--- src/rtl/target_lane_array.sv ---
// -----------------------------------------------------------------------------
// target_lane_array
//
// Rhythm-game style target lanes. Each lane watches a "note" level from the
// row above (prelight_i) and a player press level (gotcha_i). A note rising
// edge lights the lane's target for WINDOW cycles. A press rising edge while
// lit scores a hit. Letting the window expire scores a miss. Pressing an
// unlit lane is a foul, scored as a miss. A press landing in the same cycle
// as the note edge counts as a perfect hit, and the light never turns on.
// Hits and misses from all lanes are totalled in saturating counters.
//
// Ports
//   clk_i        : clock; all state updates on its rising edge
//   rst_i        : synchronous, active-high reset
//   prelight_i   : [LANES] per-lane note level; a note is a rising edge
//   gotcha_i     : [LANES] per-lane press level; a press is a rising edge
//   lighton_o    : [LANES] registered target light, high while lane is ARMED
//   hit_o        : [LANES] registered one-cycle hit pulse
//   miss_o       : [LANES] registered one-cycle miss pulse (timeout or foul)
//   hitcount_o   : [CNT_W] saturating total of hit pulses over all lanes
//   misscount_o  : [CNT_W] saturating total of miss pulses over all lanes
// -----------------------------------------------------------------------------
module target_lane_array #(
  parameter int LANES  = 4,
  parameter int WINDOW = 3,
  parameter int CNT_W  = 8
) (
  input  logic             clk_i,
  input  logic             rst_i,
  input  logic [LANES-1:0] prelight_i,
  input  logic [LANES-1:0] gotcha_i,
  output logic [LANES-1:0] lighton_o,
  output logic [LANES-1:0] hit_o,
  output logic [LANES-1:0] miss_o,
  output logic [CNT_W-1:0] hitcount_o,
  output logic [CNT_W-1:0] misscount_o
);

  // Window counter: one extra bit over clog2 so WINDOW-1 always fits,
  // including WINDOW=1 where the counter is a single bit.
  localparam int CW = $clog2(WINDOW) + 1;
  // Width that holds a popcount of LANES pulses.
  localparam int PC_W = $clog2(LANES + 1);
  // Score sum width: the largest counter value plus a full popcount
  // cannot overflow this, so the saturation compare is always valid.
  localparam int SUM_W = CNT_W + PC_W;

  localparam logic [CW-1:0]    WIN_LOAD = CW'(WINDOW - 1);
  localparam logic [SUM_W-1:0] SAT_MAX  = {{PC_W{1'b0}}, {CNT_W{1'b1}}};

  typedef enum logic {
    IDLE  = 1'b0,
    ARMED = 1'b1
  } state_t;

  // Per-lane state
  state_t          state_q [LANES];
  state_t          state_d [LANES];
  logic [CW-1:0]   cnt_q   [LANES];
  logic [CW-1:0]   cnt_d   [LANES];

  // Edge detection: registered copies of the inputs from the previous cycle
  logic [LANES-1:0] prelight_q;
  logic [LANES-1:0] gotcha_q;
  logic [LANES-1:0] note_edge;
  logic [LANES-1:0] press_edge;

  // Registered outputs and their next values
  logic [LANES-1:0] lighton_q, lighton_d;
  logic [LANES-1:0] hit_q,     hit_d;
  logic [LANES-1:0] miss_q,    miss_d;
  logic [CNT_W-1:0] hitcount_q,  hitcount_d;
  logic [CNT_W-1:0] misscount_q, misscount_d;

  assign note_edge  = prelight_i & ~prelight_q;
  assign press_edge = gotcha_i   & ~gotcha_q;

  // Add the number of set bits in pulses to base, clamping at all-ones.
  function automatic logic [CNT_W-1:0] sat_add(
    input logic [CNT_W-1:0] base,
    input logic [LANES-1:0] pulses
  );
    logic [SUM_W-1:0] sum;
    sum = {{PC_W{1'b0}}, base};
    for (int i = 0; i < LANES; i++) begin
      sum = sum + SUM_W'(pulses[i]);
    end
    if (sum > SAT_MAX) begin
      return {CNT_W{1'b1}};
    end
    return sum[CNT_W-1:0];
  endfunction

  // Lane FSMs. Every lane is evaluated independently; nothing in one lane's
  // branch looks at another lane.
  always_comb begin
    // NOTE: every signal written here gets a default first so no path
    // leaves it unassigned, which would otherwise infer a latch.
    hit_d     = '0;
    miss_d    = '0;
    lighton_d = '0;
    for (int i = 0; i < LANES; i++) begin
      state_d[i] = state_q[i];
      cnt_d[i]   = cnt_q[i];
      unique case (state_q[i])
        IDLE: begin
          if (press_edge[i]) begin
            // Press with a simultaneous note is a perfect hit; a press
            // with no note is a foul. Either way the lane stays IDLE.
            hit_d[i]  = note_edge[i];
            miss_d[i] = ~note_edge[i];
          end else if (note_edge[i]) begin
            state_d[i] = ARMED;
            cnt_d[i]   = WIN_LOAD;
          end
        end
        ARMED: begin
          // Note edges are ignored here: the window is never reloaded.
          if (press_edge[i]) begin
            state_d[i] = IDLE;
            hit_d[i]   = 1'b1;
          end else if (cnt_q[i] == '0) begin
            state_d[i] = IDLE;
            miss_d[i]  = 1'b1;
          end else begin
            cnt_d[i] = cnt_q[i] - CW'(1);
          end
        end
        default: begin
          state_d[i] = IDLE;
        end
      endcase
      lighton_d[i] = (state_d[i] == ARMED);
    end
  end

  // Scores land on the same edge as the pulses that produce them.
  always_comb begin
    hitcount_d  = sat_add(hitcount_q,  hit_d);
    misscount_d = sat_add(misscount_q, miss_d);
  end

  // NOTE: sequential state uses non-blocking assignments only, so every
  // register samples pre-edge values regardless of statement order.
  always_ff @(posedge clk_i) begin
    if (rst_i) begin
      // Edge registers reset high so levels already high at release are
      // not mistaken for fresh edges.
      prelight_q  <= '1;
      gotcha_q    <= '1;
      lighton_q   <= '0;
      hit_q       <= '0;
      miss_q      <= '0;
      hitcount_q  <= '0;
      misscount_q <= '0;
      for (int i = 0; i < LANES; i++) begin
        state_q[i] <= IDLE;
        cnt_q[i]   <= '0;
      end
    end else begin
      prelight_q  <= prelight_i;
      gotcha_q    <= gotcha_i;
      lighton_q   <= lighton_d;
      hit_q       <= hit_d;
      miss_q      <= miss_d;
      hitcount_q  <= hitcount_d;
      misscount_q <= misscount_d;
      for (int i = 0; i < LANES; i++) begin
        state_q[i] <= state_d[i];
        cnt_q[i]   <= cnt_d[i];
      end
    end
  end

  assign lighton_o   = lighton_q;
  assign hit_o       = hit_q;
  assign miss_o      = miss_q;
  assign hitcount_o  = hitcount_q;
  assign misscount_o = misscount_q;

endmodule
--- config.mk ---
export PLATFORM = sky130hd
export DESIGN_NAME = target_lane_array
export DESIGN_NICKNAME = d
export VERILOG_FILES = /design/src/rtl/target_lane_array.sv
export SDC_FILE = /design/constraint.sdc
export NUM_CORES = 1
export LEC_CHECK = 0
export CAP_MARGIN = 20
export CORE_ASPECT_RATIO = 1.1
export CORE_MARGIN = 4
export CORE_UTILIZATION = 50
export CTS_CLUSTER_DIAMETER = 80
export CTS_CLUSTER_SIZE = 16
export DETAILED_ROUTE_END_ITERATION = 7
export GPL_TIMING_DRIVEN = 0
export MAX_ROUTING_LAYER = met4
export PLACE_DENSITY = 0.76
export SYNTH_ARGS = -nofsm -noshare
export SYNTH_HDL_FRONTEND = slang
export SYNTH_SLANG_ARGS = --single-unit
export TNS_END_PERCENT = 20
--- constraint.sdc ---
create_clock -name clk_i -period 4.83 [get_ports clk_i]
set_input_delay 1.449 -clock clk_i [delete_from_list [all_inputs] [get_ports clk_i]]
set_output_delay 1.449 -clock clk_i [all_outputs]
set_load 0.05 [all_outputs]
==> impl_metrics.env <==
export IMPL_io_pins=38
export IMPL_total_leakage_power_nw=1.035
export IMPL_outcome="finished, final reports clean"
export IMPL_met3_usage_pct=4.706
export IMPL_syn_area_per_cell_um2=9.049
export IMPL_timing_worst_slew_pin_value_ns=0.6257
export IMPL_comb_power_share_pct=16.4
export IMPL_peak_fanout_along_the_critical_path=7
export IMPL_clkPwrFrac_pct=28.0
export IMPL_cts_max_path_buffers=2
export IMPL_avgRoutedWirePerCell_um=12.89
export IMPL_hold_critical_path_depth=1
export IMPL_gp_congestion=0.7557
export IMPL_nFillCells=376
export IMPL_grt_usage_pct=17.11
export IMPL_synth_seq_area_share_pct=44.06
export IMPL_use_met2_pct=27.37
export IMPL_growth_of_design_area_from_synthesis_to_finish_pct=22.66
export IMPL_ys_warnings_count=0
export IMPL_holdCritPathClass="flop to flop"
export IMPL_final_setup_viol_count=0
export IMPL_placeable_area_um2=4084
export IMPL_hold_path_end="cnt_q[1][0]"
export IMPL_dp_hpwl_mm=3.167
export IMPL_clockRootBuffer="sky130_fd_sc_hd__clkbuf_8"
export IMPL_routed_wirelength_mm=4.306
export IMPL_critPathLaunchType="primary input"
export IMPL_net_switching_power_uw=204.4
export IMPL_post_cts_setup_buffers=0
export IMPL_n_antenna_cell=0
export IMPL_slew_headroom_pct=58.29
export IMPL_netlist_instances=241
export IMPL_cts_hold_buffers_added=0
export IMPL_critical_path_required_ns=5.04
export IMPL_post_synth_most_frequent_cells="sky130_fd_sc_hd__dfxtp_1 (48), sky130_fd_sc_hd__nor2_1 (35), sky130_fd_sc_hd__inv_1 (19), sky130_fd_sc_hd__a21oi_1 (18)"
export IMPL_synth_cell_type_count=37
export IMPL_grt_pass1_wl_mm=7.417
export IMPL_global_route_usage_met1_pct=21.53
export IMPL_internal_power_uw=554.0
export IMPL_seqPwrFrac_pct=55.6
export IMPL_firstDrtPassIters=4
export IMPL_powerDensity_nw_per_um2=283.5
export IMPL_dieArea_um2=5484
export IMPL_clk_transition_reported_paths_ns=0.08
export IMPL_cts_repair_resizes=0
export IMPL_finClkSkew_ns=0.006878
export IMPL_cts_buffers=5
export IMPL_ctsHtreeMaxLevel=2
export IMPL_final_setup_tns_ns=0
export IMPL_die_h_um=77.27
export IMPL_cp_startpoint="gotcha_i[2]"
export IMPL_port_buffers=36
export IMPL_chipWidth_um=70.97
export IMPL_start_util_pct=53.40
export IMPL_worst_hold_startpoint="cnt_q[1][0]"
export IMPL_yosys_cell_count_top_type="sky130_fd_sc_hd__dfxtp_1"
export IMPL_tritoncts_clock_tree="yes"
export IMPL_ys_top_cells_by_area="sky130_fd_sc_hd__dfxtp_1 (44%), sky130_fd_sc_hd__nor2_1 (6.0%), sky130_fd_sc_hd__ha_1 (5.7%), sky130_fd_sc_hd__fa_1 (5.5%), sky130_fd_sc_hd__a21oi_1 (4.1%)"
export IMPL_grt_max_degree=13
export IMPL_timing_reg2reg_worst_path_depth=11
export IMPL_synth_top_area_share_pct=44.06
export IMPL_timing_setup_critical_path_class="primary input to flop"
export IMPL_final_period_minus_worst_setup_slack_ns=4.425
export IMPL_average_via_count_per_standard_cell=5.317
export IMPL_power_switching_fraction_pct=26.95
export IMPL_critical_path_endpoint_type="flop"
export IMPL_report_final_hold_viol_count=0
export IMPL_fmax_ghz=0.2260
export IMPL_ff2ff_setup_slack_ns=1.75
export IMPL_rr_endpoint="hitcount_o[6]"
export IMPL_drt_initial_drc_count=101
export IMPL_proportion_of_synthesized_flip_flops_having_asynchronous_set_or_reset_pct=0
export IMPL_rsz0062_at_grt="no"
export IMPL_irDropWorstVdd_mv=0.1907
export IMPL_number_of_global_route_vias_before_repair=1651
export IMPL_commonest_register_cell_after_synthesis="sky130_fd_sc_hd__dfxtp_1"
export IMPL_post_synth_instance_area_um2=2181
export IMPL_vias=1776
export IMPL_layout_drive_gt1_share_pct=7.801
export IMPL_final_min_period_over_clock_period_pct=91.61
export IMPL_drc=0
export IMPL_drt_antenna_violating_nets=0
export IMPL_clock_latency_ns=0.29
export IMPL_post_synthesis_register_bit_count=48
export IMPL_cp_data_arrival_time_ns=4.63
export IMPL_worstReg2RegStart="gotcha_q[2]"
export IMPL_layout_nets=310
export IMPL_grt_overflow_total=0
export IMPL_clock_sink_count=48
export IMPL_syn_nets=267
export IMPL_edff_count_synth=0
export IMPL_max_cap_violations=0
export IMPL_totalPowerFinal_uw=758.3
export IMPL_finalMaxSlewViolations=0
export IMPL_num_rows=24
export IMPL_netlist_top_cell_by_area="sky130_fd_sc_hd__dfxtp_1"
export IMPL_antenna_found_initial=0
export IMPL_grt_most_used_layer="met2"
[power by group through the flow]
stage	logic [mW]	registers (mW)	clock network, mW
after detailed placement	0.125	0.431	0
final	0.124	0.422	0.212
after CTS	0.126	0.422	0.219
after floorplan	0.0567	0.458	0
after global routing	0.138	0.424	0.231
after global placement	0.122	0.431	0
[placed cells by master (no fill, tap or decap), types with 7 or more instances in the layout]
cell type | synthesis | layout
sky130_fd_sc_hd__a21oi_1 | 18 | 18
sky130_fd_sc_hd__clkdlybuf4s50_1 | 0 | 36
sky130_fd_sc_hd__dfxtp_1 | 48 | 48
sky130_fd_sc_hd__ha_1 | 10 | 10
sky130_fd_sc_hd__inv_1 | 19 | 19
sky130_fd_sc_hd__nand2_1 | 7 | 7
sky130_fd_sc_hd__nand3_1 | 7 | 7
sky130_fd_sc_hd__nor2_1 | 35 | 35
sky130_fd_sc_hd__nor2b_1 | 11 | 11
sky130_fd_sc_hd__nor3_1 | 11 | 11
sky130_fd_sc_hd__or2_2 | 8 | 8
[logic make-up (layout without fill, tap and decap cells)]
| logic type | count (synthesis) | in the layout | synth area share, % |
|---|---|---|---|
| AOI/OAI and AO/OA | 49 | 49 | 15.20 |
| adders and majority gates | 16 | 16 | 11.25 |
| buffers and inverters | 30 | 71 | 5.909 |
| and+or+nand+nor | 96 | 96 | 22.78 |
| DFF | 48 | 48 | 44.06 |
| xor gates and xnor gates | 2 | 2 | 0.8034 |
[flip-flops by register name, summed over array words and instances, names as in the netlist]
register     cells
prelight_q       4
hitcount_o       8
hit_o            4
miss_o           4
cnt_q           12
lighton_o        4
gotcha_q         4
misscount_o      8
[worst max-delay path by stage]
stage / endpoint / slack, ns / cells after the start
detailed placement: hitcount_o[6] / 0.13 / 12
CTS: hitcount_o[6] / 0.41 / 12
floorplan: hitcount_o[6] / 0.92 / 11
global placement: hitcount_o[6] / 0.15 / 12
global route: hitcount_o[6] / 0.08 / 12
finish: hitcount_o[6] / 0.41 / 12
[cell type report]
type	count	area [um^2]	area share, %
Multi-Input combinational cell	163	1091	40.79
Sequential cell	48	960.9	35.92
Timing Repair Buffer	36	360.3	13.47
Inverter	19	71.32	2.666
Clock buffer	5	68.82	2.572
Tap cell	52	65.06	2.432
Buffer	11	57.56	2.152
[worst max-delay path, cell delays in order]
cell and delay (ns):
sky130_fd_sc_hd__clkdlybuf4s50_1 0.46, sky130_fd_sc_hd__nor2b_1 0.40, sky130_fd_sc_hd__o21ai_0 0.29, sky130_fd_sc_hd__fa_1 0.58, sky130_fd_sc_hd__fa_1 0.21, sky130_fd_sc_hd__inv_1 0.06, sky130_fd_sc_hd__fa_1 0.45, sky130_fd_sc_hd__and3_1 0.22
sky130_fd_sc_hd__clkbuf_1 0.15, sky130_fd_sc_hd__nand3_1 0.10, sky130_fd_sc_hd__nor2_1 0.04, sky130_fd_sc_hd__a211oi_1 0.22
[routing by layer]
layer | vias up | share of wire, %
li1 | 899 | -
met1 | 824 | 47
met2 | 51 | 47
met3 | 2 | 5.0
met4 | 0 | 0.44
met5 | - | 0
[stage by stage]
| stage | std cells | cell area [um^2] | hold slack [ns] | setup slack [ns] | util (%) |
|---|---|---|---|---|---|
| after global routing | 334 | 2675 | 0.4843 | 0.07600 | 65.50 |
| after detailed placement | 329 | 2606 | 0.4556 | 0.1275 | 63.82 |
| after CTS | 334 | 2675 | 0.4683 | 0.4111 | 65.50 |
| after global placement | 329 | 2606 | 0.4516 | 0.1486 | 63.82 |
| final | 334 | 2675 | 0.4636 | 0.4053 | 65.50 |
| after floorplan | 241 | 2181 | 0.4367 | 0.9232 | - |
Power figures use the tool's default switching activity.
